[src/rtl/io_bus_pkg.sv]
// Shared definitions for the PDU I/O bus: master state encoding and the
// register map used by the master, the responder and the testbench.
package io_bus_pkg;

  typedef enum logic [2:0] {
    ST_IDLE  = 3'd0,
    ST_WRITE = 3'd1,
    ST_READ  = 3'd2,
    ST_POLL  = 3'd3,
    ST_RESP  = 3'd4
  } state_e;

  localparam logic [7:0] IO_LED     = 8'h00;
  localparam logic [7:0] IO_BTN     = 8'h04;
  localparam logic [7:0] IO_SEG_RDY = 8'h08;
  localparam logic [7:0] IO_SEG     = 8'h0C;
  localparam logic [7:0] IO_SW_AVL  = 8'h10;
  localparam logic [7:0] IO_SW      = 8'h14;
  localparam logic [7:0] IO_CNT     = 8'h18;

endpackage

[src/rtl/io_bus_master.sv]
// CPU-side initiator for the 8-bit-address PDU I/O bus. Takes one
// load/store/poll request at a time, checks the I/O window, drives the bus
// from registers only and returns exactly one response per accepted request.
module io_bus_master
  import io_bus_pkg::*;
#(
  parameter logic [31:0] IO_BASE      = 32'hFFFF_FF00,
  parameter logic [15:0] POLL_TIMEOUT = 16'd65535
) (
  input  logic        clk,
  input  logic        rstn,
  input  logic        req_valid,
  output logic        req_ready,
  input  logic        req_we,
  input  logic        req_poll,
  input  logic [31:0] req_addr,
  input  logic [31:0] req_wdata,
  output logic        resp_valid,
  output logic [31:0] resp_rdata,
  output logic        resp_err,
  output logic [7:0]  io_addr,
  output logic [31:0] io_dout,
  output logic        io_we,
  output logic        io_rd,
  input  logic [31:0] io_din
);

  state_e      state_q, state_d;
  logic [31:0] resp_rdata_q, resp_rdata_d;
  logic        resp_err_q, resp_err_d;
  logic [7:0]  io_addr_q, io_addr_d;
  logic [31:0] io_dout_q, io_dout_d;
  logic [15:0] poll_cnt_q, poll_cnt_d;
  logic        req_ready_q, req_ready_d;
  logic        resp_valid_q, resp_valid_d;
  logic        io_we_q, io_we_d;
  logic        io_rd_q, io_rd_d;
  logic        addr_ok;

  // Next-state, captured request fields and strobes decoded from the next state
  always_comb begin
    state_d      = state_q;
    resp_rdata_d = resp_rdata_q;
    resp_err_d   = resp_err_q;
    io_addr_d    = io_addr_q;
    io_dout_d    = io_dout_q;
    poll_cnt_d   = poll_cnt_q;
    addr_ok      = (req_addr[31:8] == IO_BASE[31:8]) && (req_addr[1:0] == 2'b00);

    case (state_q)
      ST_IDLE: begin
        if (req_valid) begin
          if (!addr_ok) begin
            state_d      = ST_RESP;
            resp_err_d   = 1'b1;
            resp_rdata_d = 32'd0;
          end else begin
            io_addr_d = req_addr[7:0];
            if (req_we) begin
              io_dout_d = req_wdata;
              state_d   = ST_WRITE;
            end else if (req_poll) begin
              poll_cnt_d = 16'd0;
              state_d    = ST_POLL;
            end else begin
              state_d = ST_READ;
            end
          end
        end
      end
      ST_WRITE: begin
        resp_rdata_d = 32'd0;
        resp_err_d   = 1'b0;
        state_d      = ST_RESP;
      end
      ST_READ: begin
        resp_rdata_d = io_din;
        resp_err_d   = 1'b0;
        state_d      = ST_RESP;
      end
      ST_POLL: begin
        if (io_din[0]) begin
          resp_rdata_d = io_din;
          resp_err_d   = 1'b0;
          state_d      = ST_RESP;
        end else if (poll_cnt_q == (POLL_TIMEOUT - 16'd1)) begin
          resp_rdata_d = 32'd0;
          resp_err_d   = 1'b1;
          state_d      = ST_RESP;
        end else begin
          poll_cnt_d = poll_cnt_q + 16'd1;
        end
      end
      ST_RESP: begin
        state_d = ST_IDLE;
      end
      default: begin
        state_d = ST_IDLE;
      end
    endcase

    req_ready_d  = (state_d == ST_IDLE);
    resp_valid_d = (state_d == ST_RESP);
    io_we_d      = (state_d == ST_WRITE);
    io_rd_d      = (state_d == ST_READ);
  end

  // All state and outputs are registered; reset drops any strobe in flight
  always_ff @(posedge clk or negedge rstn) begin
    if (!rstn) begin
      state_q      <= ST_IDLE;
      resp_rdata_q <= 32'd0;
      resp_err_q   <= 1'b0;
      io_addr_q    <= 8'd0;
      io_dout_q    <= 32'd0;
      poll_cnt_q   <= 16'd0;
      req_ready_q  <= 1'b1;
      resp_valid_q <= 1'b0;
      io_we_q      <= 1'b0;
      io_rd_q      <= 1'b0;
    end else begin
      state_q      <= state_d;
      resp_rdata_q <= resp_rdata_d;
      resp_err_q   <= resp_err_d;
      io_addr_q    <= io_addr_d;
      io_dout_q    <= io_dout_d;
      poll_cnt_q   <= poll_cnt_d;
      req_ready_q  <= req_ready_d;
      resp_valid_q <= resp_valid_d;
      io_we_q      <= io_we_d;
      io_rd_q      <= io_rd_d;
    end
  end

  assign req_ready  = req_ready_q;
  assign resp_valid = resp_valid_q;
  assign resp_rdata = resp_rdata_q;
  assign resp_err   = resp_err_q;
  assign io_addr    = io_addr_q;
  assign io_dout    = io_dout_q;
  assign io_we      = io_we_q;
  assign io_rd      = io_rd_q;

endmodule

[config.mk]
export PLATFORM = sky130hd
export DESIGN_NAME = io_bus_master
export DESIGN_NICKNAME = d
export VERILOG_FILES = /design/src/rtl/io_bus_pkg.sv /design/src/rtl/io_bus_master.sv
export SDC_FILE = /design/constraint.sdc
export NUM_CORES = 1
export LEC_CHECK = 0
export CORE_MARGIN = 3
export CORE_UTILIZATION = 25
export CTS_CLUSTER_SIZE = 16
export DETAILED_ROUTE_END_ITERATION = 8
export SLEW_MARGIN = 20
export SYNTH_ARGS = -nofsm -noshare
export SYNTH_HDL_FRONTEND = slang
export SYNTH_SLANG_ARGS = --single-unit
[constraint.sdc]
create_clock -name clk -period 4.3 [get_ports clk]
set_input_delay 0.645 -clock clk [delete_from_list [all_inputs] [get_ports clk]]
set_output_delay 0.645 -clock clk [all_outputs]
set_load 0.1 [all_outputs]
# Yosys cells after proc, flatten, opt, wreduce, memory -nomap -nowiden
# Cells that the tools add are included.
# totals
word_cells,64
reg_bits,96
output_inout_bits,77
input_bits,101
# classes
eq_ne,16
reduce_logical,13
n_addsub,1
muxes,24
# op_table
op,count
$mux W32,4
$pmux W32 S4,1
$mux W16,6
$pmux W16 S2,1
$eq A24 B24 Y1 const B,1
$add A16 B1 Y16 const B,1
$eq A16 B16 Y1 const B,1
$ne A2 B2 Y1 const B,7
$mux W3,4
$reduce_and A4 Y1,3
$eq A3 B2 Y1 const B,3
$pmux W3 S3,1
$reduce_and A7 Y1,1
$eq A3 B1 Y1 const B,2
$logic_not A3 Y1,2
$mux W1,5
$reduce_bool A4 Y1,1
$eq A3 B3 Y1 const B,1
$ne A3 B3 Y1 const B,1
$pmux W1 S3,1
$reduce_and A3 Y1,1
$reduce_bool A3 Y1,1
$logic_not A2 Y1,1
$mux W2,1
other kinds (3),3

# Depth between registers and ports, before layout
# Gate-level depths: netlist (run 1).
# depth
word_depth,6
ltp_mapped,8

# Least setup slack after synthesis (run 1)
# No wires, ideal clock.
# synth_timing
path_kind,input to register
startpoint,input port req_addr[17]
endpoint,register io_dout_q[10] (netlist: io_dout[10])
path_slack_ps,2147
arrival_ps,2027
stages,7
path_cell_list,nand4_1 -> nor4_4 -> nand4_1 -> or2_1 -> buf_6 -> buf_6 -> mux2_4
# synth_between
elab_chain_cells,3
# synth_lines
item,line_no,source
"start, declared",io_bus_master.sv:16,"input logic [31:0] req_addr,"
$eq A24 B24 Y1,io_bus_master.sv:48,addr_ok = (req_addr[31:8] == IO_BASE[31:8]) && (req_addr[1:0] == 2'b00);
$logic_and A1 B1 Y1,io_bus_master.sv:48,
$reduce_and A4 Y1 (no line),-,
"end signal, assigned",io_bus_master.sv:126,io_dout_q <= io_dout_d;
"end, declared",io_bus_master.sv:32,"logic [31:0] io_dout_q, io_dout_d;"
# Every way passes these cells.
# A chain may end at the register's enable or synchronous reset.

# Final worst setup path (run 1)
# layout_timing
startpoint,input port req_addr[17]
endpoint,register io_dout_q[7] (netlist: io_dout[7])
# The elaborated chain is that of the path after synthesis.

==> flow_summary.toml, run 1 <==
[worst_setup_path]
worst-path-max-fanout = 32
worst-r2r-cell-count = 4
crit_arrival_ps = 2910
crit_type = "in2reg"
r2r_slack_ps = 2010
end_kind = "register"
rr_startpoint = "state_q[1]"
crit_required_ps = 4530
start_kind = "input port"
worstReg2RegEnd = "io_dout[7]"

[clocking]
clock-sinks = 96
clk_path_buf_depth = 2
cts_buffers = 9
cts_hold_buffers = 0
cts_tree = "done"
clk_pin_slew_ps = 70
insertion_delay_ps = 340
h-tree-depth = 3
cts-resized-gates = 0
root_buffer = "clkbuf_16"
post_cts_buffers = 0

[yosys]
synth-compound-area-share_pct = 13.2
seq_area_frac_synth_pct = 58.8
synth_fp_nets = 401
yosysUniqueCellTypes = 51
synth-xor-area-share_pct = 0.214
synth_area_per_cell_sq_um = 13.7
synthArstFlopShare_pct = 100
synth_simple_gate_area_share_pct = 11.5
synth_mux_area_share_pct = 12.2
synth_edf_count = 0
synth_ff_type = "dfrtp_1"
netlist_area_sq_mm = 0.00409
synth_seq_cells = 96
yosys_warnings = 0
synthCells = 298
yosys.area_share.adder_pct = 0.612
synth_top_family_by_area = "compound AO/OA/AOI/OAI gates"

[sta]
timing.setup.tns_ps = 0
finalSetupViolations = 0
tightest_slew_ps = 1030
hold_violations = 0
max_freq_ghz = 0.373
rsz0062_at_grt = "false"
relSlewSlack_pct = 31.3
fin_crit_sh_pct = 62.4
final.min_clock_period_ps = 2680
layout_setup_ws_ps = 1620
skew_ps = 7.42
finalMaxSlewViolations = 0
whs_ps = 377

[power]
finalPower_w = 0.00184
pwr-share-seq_pct = 49.3
vdd_ir_drop_max_mv = 0.184
switching_share_pct = 23.0
intPower_w = 0.00141
power.leakage_nw = 2.85
p_sw_w = 0.000423
pwr-share-clk_pct = 43.0
power_frac_comb_pct = 7.7
power.density_mw_per_mm2 = 290

[layout]
mostFrequentLayoutCells = "176 x clkdlybuf4s50_1, 95 x dfrtp_1, 32 x a22o_1"
drive_gt1_share_pct = 15.0
antennaDiodeCount = 0
area_delta_synth_final_pct = 55.0
num-fill-cells = 1542
design_area_sq_mm = 0.00634
nets = 579
final_common_cell = "clkdlybuf4s50_1"

[routing]
vias = 3176
wl_per_cell_um = 15.8
drt-total-wl_um = 11000
via_per_inst = 4.56
antenna_left = 0
drtIter0Drc = 169
drc = 0
firstDrtPassIters = 4

[placement]
portBuffers = 177
place_congestion = 0.756
dpl.hpwl_um = 8290
placed_area_sq_mm = 0.00604
dp_worst_setup_slack_ps = 1230

[grt]
first_global_vias = 3313
grt_antenna_before_repair = 0
grt_remaining_overflow = 0
grt_max_degree = 66
grt_pass1_wl_um = 17500
track_usage_pct = 12.3

[floorplan]
die_x_um = 134
die_area_sq_mm = 0.0179
core_area_sq_mm = 0.0159
initial_utilization_pct = 25.6
pin_count = 178
die_h_um = 134
num_rows = 46

[hold_path]
hp-class = "in2async"

[run_status]
run_status = "completed"

[run]
drv_cap = 0
## Yosys cell counts (2+ instances only)
cell type / n / area, sq um
a211o_1: 3 / 26.3
a21oi_1: 5 / 25.0
a22o_1: 32 / 280
a31oi_1: 3 / 18.8
and2_1: 4 / 25.0
and3_1: 5 / 31.3
buf_6: 9 / 101
clkbuf_1: 5 / 18.8
dfrtp_1: 95 / 2380
ha_1: 2 / 25.0
inv_1: 6 / 22.5
mux2_2: 19 / 214
mux2_4: 19 / 285
nand2_1: 14 / 52.6
nand3_1: 4 / 20.0
nand4_1: 9 / 56.3
nand4b_1: 2 / 17.5
nor2_1: 10 / 37.5
nor2b_1: 3 / 18.8
nor3_1: 7 / 35.0
nor4_1: 3 / 18.8
o21a_1: 2 / 15.0
o21ai_0: 7 / 35.0
o22a_1: 2 / 17.5
or3_1: 2 / 12.5
## through the flow
step,cells,util [%]
after floorplan,298,-
after global placement,681,37.9
after detailed placement,681,37.9
after CTS,697,39.8
after global routing,697,39.8
final,697,39.8
## state kept, by name, indices dropped and copies added, names as in the netlist
name        cells
io_rd           1
poll_cnt_q     16
state_q         3
io_we           1
req_ready       1
resp_err        1
io_addr         8
io_dout        32
resp_rdata     32
resp_valid      1
## area by class of cell
class	instances	area [sq um]	area share [%]
clock buffers	10	239	3.77
clock inverters	6	57.6	0.908
inverters	6	22.5	0.355
multi-input cells	182	1550	24.4
flip-flops and latches	96	2400	37.9
well taps	216	270	4.26
repair buffers	181	1800	28.4
## power by group through the flow
stage / clock network, W / logic [W] / registers, W
after global routing: 0.000868 / 0.000153 / 0.000905
final: 0.000791 / 0.000141 / 0.000906
after detailed placement: 0 / 0.000143 / 0.000923
after global placement: 0 / 0.000142 / 0.000923
after CTS: 0.000829 / 0.000144 / 0.000905
after floorplan: 0 / 0.0000168 / 0.000933
## metal layers
layer	vias to the layer above	global-route usage, %	part of all wire [%]
met5	-	0	0
met4	0	4.51	2.0
met3	12	3.68	6.3
met2	119	19.7	48
met1	1575	15.8	44
li1	1470	-	-
## worst max-delay path by stage
stage	start	endpoint	slack, ps	cells after the start
floorplan	req_addr[17]	io_dout[10]	2150	7
detailed placement	req_addr[18]	io_dout[12]	1230	6
finish	req_addr[17]	io_dout[7]	1620	6
global placement	req_addr[19]	io_dout[7]	1300	6
CTS	req_addr[17]	io_dout[7]	1600	6
global route	req_addr[17]	io_dout[7]	1490	6
## kinds of logic (layout without fill, tap and decap cells)
| family | after synthesis | in the layout |
|---|---|---|
| XOR/XNOR | 1 | 1 |
| buffers and inverters | 20 | 203 |
| multiplexers | 38 | 38 |
| flip-flops | 96 | 96 |
| adder cells (fa/ha/maj) | 2 | 2 |
| AO/OA/AOI/OAI | 66 | 66 |
| AND/OR/NAND/NOR | 75 | 75 |
## worst max-delay path, cell delays in order
cell	delay, ps
clkdlybuf4s50_1	460
nand4_1	150
nor4_4	380
nand4_1	150
or2_2	660
mux2_4	430
Note: power is estimated with default switching activity, not from simulation.
==> run 2: changes to the inputs <==
==> constraint.sdc (replaced) <==
create_clock -name clk -period 2.4 [get_ports clk]
set_input_delay 0.36 -clock clk [delete_from_list [all_inputs] [get_ports clk]]
set_output_delay 0.36 -clock clk [all_outputs]
set_load 0.1 [all_outputs]
==> run 2 against run 1 <==
  * Critical path depth grew 1
  * Setup slack lost 1300 ps
  * Utilization shrank 0.55 points
  * Sequential cell count is the same
  * Sequential power grew 79%
  * Non-clock buffer count grew 13
  * First-iteration DRC count shrank 37%
  * Clock-buffer cell count is the same
  * Critical endpoint is now io_dout[15]
  * Largest cell class unchanged
  * Largest power group unchanged
==> flow_summary.toml, run 2 (synthesized netlist as in run 1, its figures left out) <==
[worst_setup_path]
end_kind = "register"
worst-r2r-cell-count = 8
crit_type = "in2reg"
worst-path-max-fanout = 32
crit_required_ps = 2630
slowest_stage = "clkdlybuf4s50_1"
worstPathCellList = "clkdlybuf4s50_1 -> nand2_1 -> nor4_4 -> nand4_1 -> or2_2 -> buf_12 -> mux2_4"
rr_startpoint = "poll_cnt_q[0]"
worstReg2RegEnd = "poll_cnt_q[9]"
critPathBufInv = 2
r2r_slack_ps = 400
start_kind = "input port"
max_stage_delay_ps = 460
crit_arrival_ps = 2300
crit_family = "simple AND/OR/NAND/NOR gates"

[clocking]
root_buffer = "clkbuf_16"
post_cts_buffers = 0
clk_path_buf_depth = 2
insertion_delay_ps = 350
clk_pin_slew_ps = 60
cts_tree = "done"
h-tree-depth = 3
cts_buffers = 9
clock-sinks = 96

[floorplan]
pin_count = 178
die_area_sq_mm = 0.0179
initial_utilization_pct = 25.6
die_x_um = 134
num_rows = 46
die_h_um = 134
core_area_sq_mm = 0.0159

[power]
power_frac_comb_pct = 8.2
switching_share_pct = 22.7
pwr-share-clk_pct = 41.5
finalPower_w = 0.00323
power.density_mw_per_mm2 = 516
power.leakage_nw = 3.06
pwr-share-seq_pct = 50.3
p_sw_w = 0.000733
intPower_w = 0.00249
vdd_ir_drop_max_mv = 0.316

[grt]
grt_pass1_wl_um = 17400
grt_max_degree = 55
grt_antenna_before_repair = 0
track_usage_pct = 12.2
first_global_vias = 3269
grt_remaining_overflow = 0

[sta]
final.min_clock_period_ps = 2070
rsz0062_at_grt = "false"
skew_ps = 12.8
fin_crit_sh_pct = 86.2
timing.setup.tns_ps = 0
relSlewSlack_pct = 51.0
max_freq_ghz = 0.483
finalSetupViolations = 0
finalMaxSlewViolations = 0
tightest_slew_ps = 733
hold_violations = 0

[layout]
drive_gt1_share_pct = 32.4
area_delta_synth_final_pct = 52.8
num-fill-cells = 1515
final_cells = 710
antennaDiodeCount = 0
final_common_cell = "clkdlybuf4s50_1"
mostFrequentLayoutCells = "99 x clkdlybuf4s50_1, 95 x dfrtp_1, 92 x buf_4"
nets = 592

[routing]
via_per_inst = 4.48
vias = 3181
wl_per_cell_um = 15.7
antenna_left = 0
firstDrtPassIters = 4
drc = 0
drtIter0Drc = 107
drt-total-wl_um = 11200

[hold_path]
whs_path_depth = 1
holdCritStartpoint = "poll_cnt_q[15]"
hold_path_end = "poll_cnt_q[15]"
hp-class = "reg2reg"

[run]
drv_cap = 0

[placement]
portBuffers = 177
dp.cells = 693
dpl.hpwl_um = 8290
place_congestion = 0.764

[run_status]
run_status = "completed"
## run 2: power groups by stage
stage | clock (W) | sequential (W) | combinational (W)
4_1_cts | 0.00140 | 0.00162 | 0.000268
3_3_place_gp | 0 | 0.00165 | 0.000264
6_report | 0.00134 | 0.00162 | 0.000264
3_5_place_dp | 0 | 0.00165 | 0.000266
2_1_floorplan | 0 | 0.00167 | 0.0000301
5_1_grt | 0.00147 | 0.00162 | 0.000286
## run 2: through the flow
stage	area (sq um)	hold slack, ps	utilization, %	setup WS [ps]
floorplan	4090	64.4	-	532
global placement	5960	344	37.4	-1.14
detailed placement	5970	347	37.4	-42.1
CTS	6250	489	39.2	329
global route	6250	516	39.2	215
finish	6250	491	39.2	330
## run 2: worst max path at each step
stage / startpoint / endpoint / slack, ps / cells past startpoint
final: req_addr[19] / io_dout[15] / 330 / 7
after detailed placement: req_addr[19] / io_dout[9] / -40 / 7
after global placement: req_addr[19] / io_dout[7] / -1 / 7
after floorplan: req_addr[17] / io_dout[10] / 530 / 7
after CTS: req_addr[17] / io_dout[15] / 330 / 7
after global routing: req_addr[19] / io_dout[15] / 220 / 7
## run 2: layer usage
metal  vias up  wire length (um)  global-route usage [%]  share of wire, %
met3        11               655                    3.53               5.9
met1      1567              5020                    15.9                45
met2       108              5350                    19.5                48
li1       1495                 -                       -                 -
met5         -                 0                       0                 0
met4         0               153                    4.46               1.4
## run 2: area by class of cell
cell class / instances / area (sq um) / area share [%]
clock buffers: 10 / 229 / 3.66
clock inverters: 6 / 42.5 / 0.681
inverters: 6 / 22.5 / 0.360
multi-input cells: 182 / 1550 / 24.8
flip-flops and latches: 96 / 2400 / 38.5
well taps: 216 / 270 / 4.32
repair buffers: 194 / 1730 / 27.7
## run 2: repair_timing
item,4_1_cts,5_1_grt
hold buffers,1,0
resized for setup,0,0
hold endpoints to repair,34,0
==> run 3: changes to the inputs <==
--- a/config.mk
+++ b/config.mk
@@ -5,7 +5,6 @@
 export SDC_FILE = /design/constraint.sdc
 export NUM_CORES = 1
 export LEC_CHECK = 0
-export CORE_MARGIN = 3
 export CORE_UTILIZATION = 25
 export CTS_CLUSTER_SIZE = 16
 export DETAILED_ROUTE_END_ITERATION = 8
==> run 3 against run 2 <==
  * Sequential power about the same
  * Largest power group unchanged
  * Power grew 2.9%
  * Clock skew is 6.1 ps lower
==> flow_summary.toml, run 3 (synthesized netlist as in run 1, its figures left out) <==
[run_status]
run_status = "completed"

[power]
power.leakage_nw = 3.09
power.density_mw_per_mm2 = 528
vdd_ir_drop_max_mv = 0.311

[grt]
grt_antenna_before_repair = 0
grt_remaining_overflow = 0
grt_pass1_wl_um = 16300
first_global_vias = 3190
track_usage_pct = 12.7
grt_max_degree = 46

[clocking]
clk_path_buf_depth = 2
h-tree-depth = 3
clock-sinks = 96
root_buffer = "clkbuf_16"
cts_hold_buffers = 0
cts_tree = "done"
post_cts_buffers = 0
cts-resized-gates = 0
insertion_delay_ps = 340
clk_pin_slew_ps = 60
cts_buffers = 9

[worst_setup_path]
worst-r2r-cell-count = 8
rr_startpoint = "poll_cnt_q[0]"
crit_required_ps = 2620
crit_type = "in2reg"
crit_path_start = "req_addr[15]"
r2r_slack_ps = 380
worstReg2RegEnd = "poll_cnt_q[11]"
worst-path-max-fanout = 32
start_kind = "input port"
endpoint = "io_dout[8]"
crit_arrival_ps = 2270
end_kind = "register"

[floorplan]
die_h_um = 130
num_rows = 46
pin_count = 178
core_area_sq_mm = 0.0159
die_x_um = 130
die_area_sq_mm = 0.0169
initial_utilization_pct = 25.6

[routing]
drtIter0Drc = 140
dr.max_layer_used = "met4"
drc = 0
wl_met2_um = 5050
firstDrtPassIters = 6
vias = 3186
wl_per_cell_um = 15.1
met3_length_um = 673
drt-total-wl_um = 10700
antenna_left = 0
drt-met1-wl_um = 4710
via_per_inst = 4.49

[sta]
hold_violations = 0
finalMaxSlewViolations = 0
layout_setup_ws_ps = 352
final.min_clock_period_ps = 2050
skew_ps = 6.71
whs_ps = 21.6
rsz0062_at_grt = "false"
finalSetupViolations = 0
fin_crit_sh_pct = 85.3
relSlewSlack_pct = 54.6
max_freq_ghz = 0.488
tightest_slew_ps = 678

[layout]
nets = 593
antennaDiodeCount = 0
final_util_pct = 39.4
final_common_cell = "clkdlybuf4s50_1"
mostFrequentLayoutCells = "99 x clkdlybuf4s50_1, 95 x dfrtp_1, 93 x buf_4"
drive_gt1_share_pct = 32.8
seq_area_sq_mm = 0.00240
multi_input_area_sq_mm = 0.00155
area_delta_synth_final_pct = 53.7
num-fill-cells = 1508
final_cells = 710

[placement]
dpl.hpwl_um = 7980
dp_worst_setup_slack_ps = -46.1
portBuffers = 177
place_congestion = 0.721
dp.cells = 695

[run]
drv_cap = 0

[hold_path]
hp-class = "in2async"
## run 3: critical path: stages
cell,delay (ps)
clkdlybuf4s50_1,470
nand4_1,140
nor4_4,310
nand4_1,130
or2_2,320
buf_12,180
mux2_4,320
## run 3: worst min path at each step
stage | endpoint | slack (ps)
floorplan | io_addr[0] | 60
detailed placement | io_dout[19] | 410
CTS | io_dout[19] | 30
finish | io_dout[19] | 20
global placement | io_dout[16] | 410
global route | io_dout[19] | 50
## run 3: area by class of cell
type,instances,share of cell area [%]
repair buffers,195,27.8
clock inverters,5,0.896
clock buffers,10,3.80
multi-input cells,182,24.6
inverters,6,0.358
flip-flops and latches,96,38.2
well taps,216,4.30
## run 3: per-stage QoR
step | TNS (ps) | area [sq um] | power [W]
4_1_cts | 0 | 6290 | 0.00339
3_5_place_dp | -1740 | 5990 | 0.00192
2_1_floorplan | 0 | 4090 | 0.00170
3_3_place_gp | -544 | 5990 | 0.00192
5_1_grt | 0 | 6290 | 0.00347
6_report | 0 | 6290 | 0.00332
## run 3: routing by layer
layer / up-vias / GRT usage [%]
met2: 124 / 19.9
met4: 0 / 6.22
li1: 1501 / -
met1: 1542 / 16.3
met3: 19 / 3.08
met5: - / 0
## run 3: report_power, final
group          switching [W]  internal (W)
sequential        0.00000213       0.00162
clock               0.000605      0.000830
combinational      0.0000966      0.000165
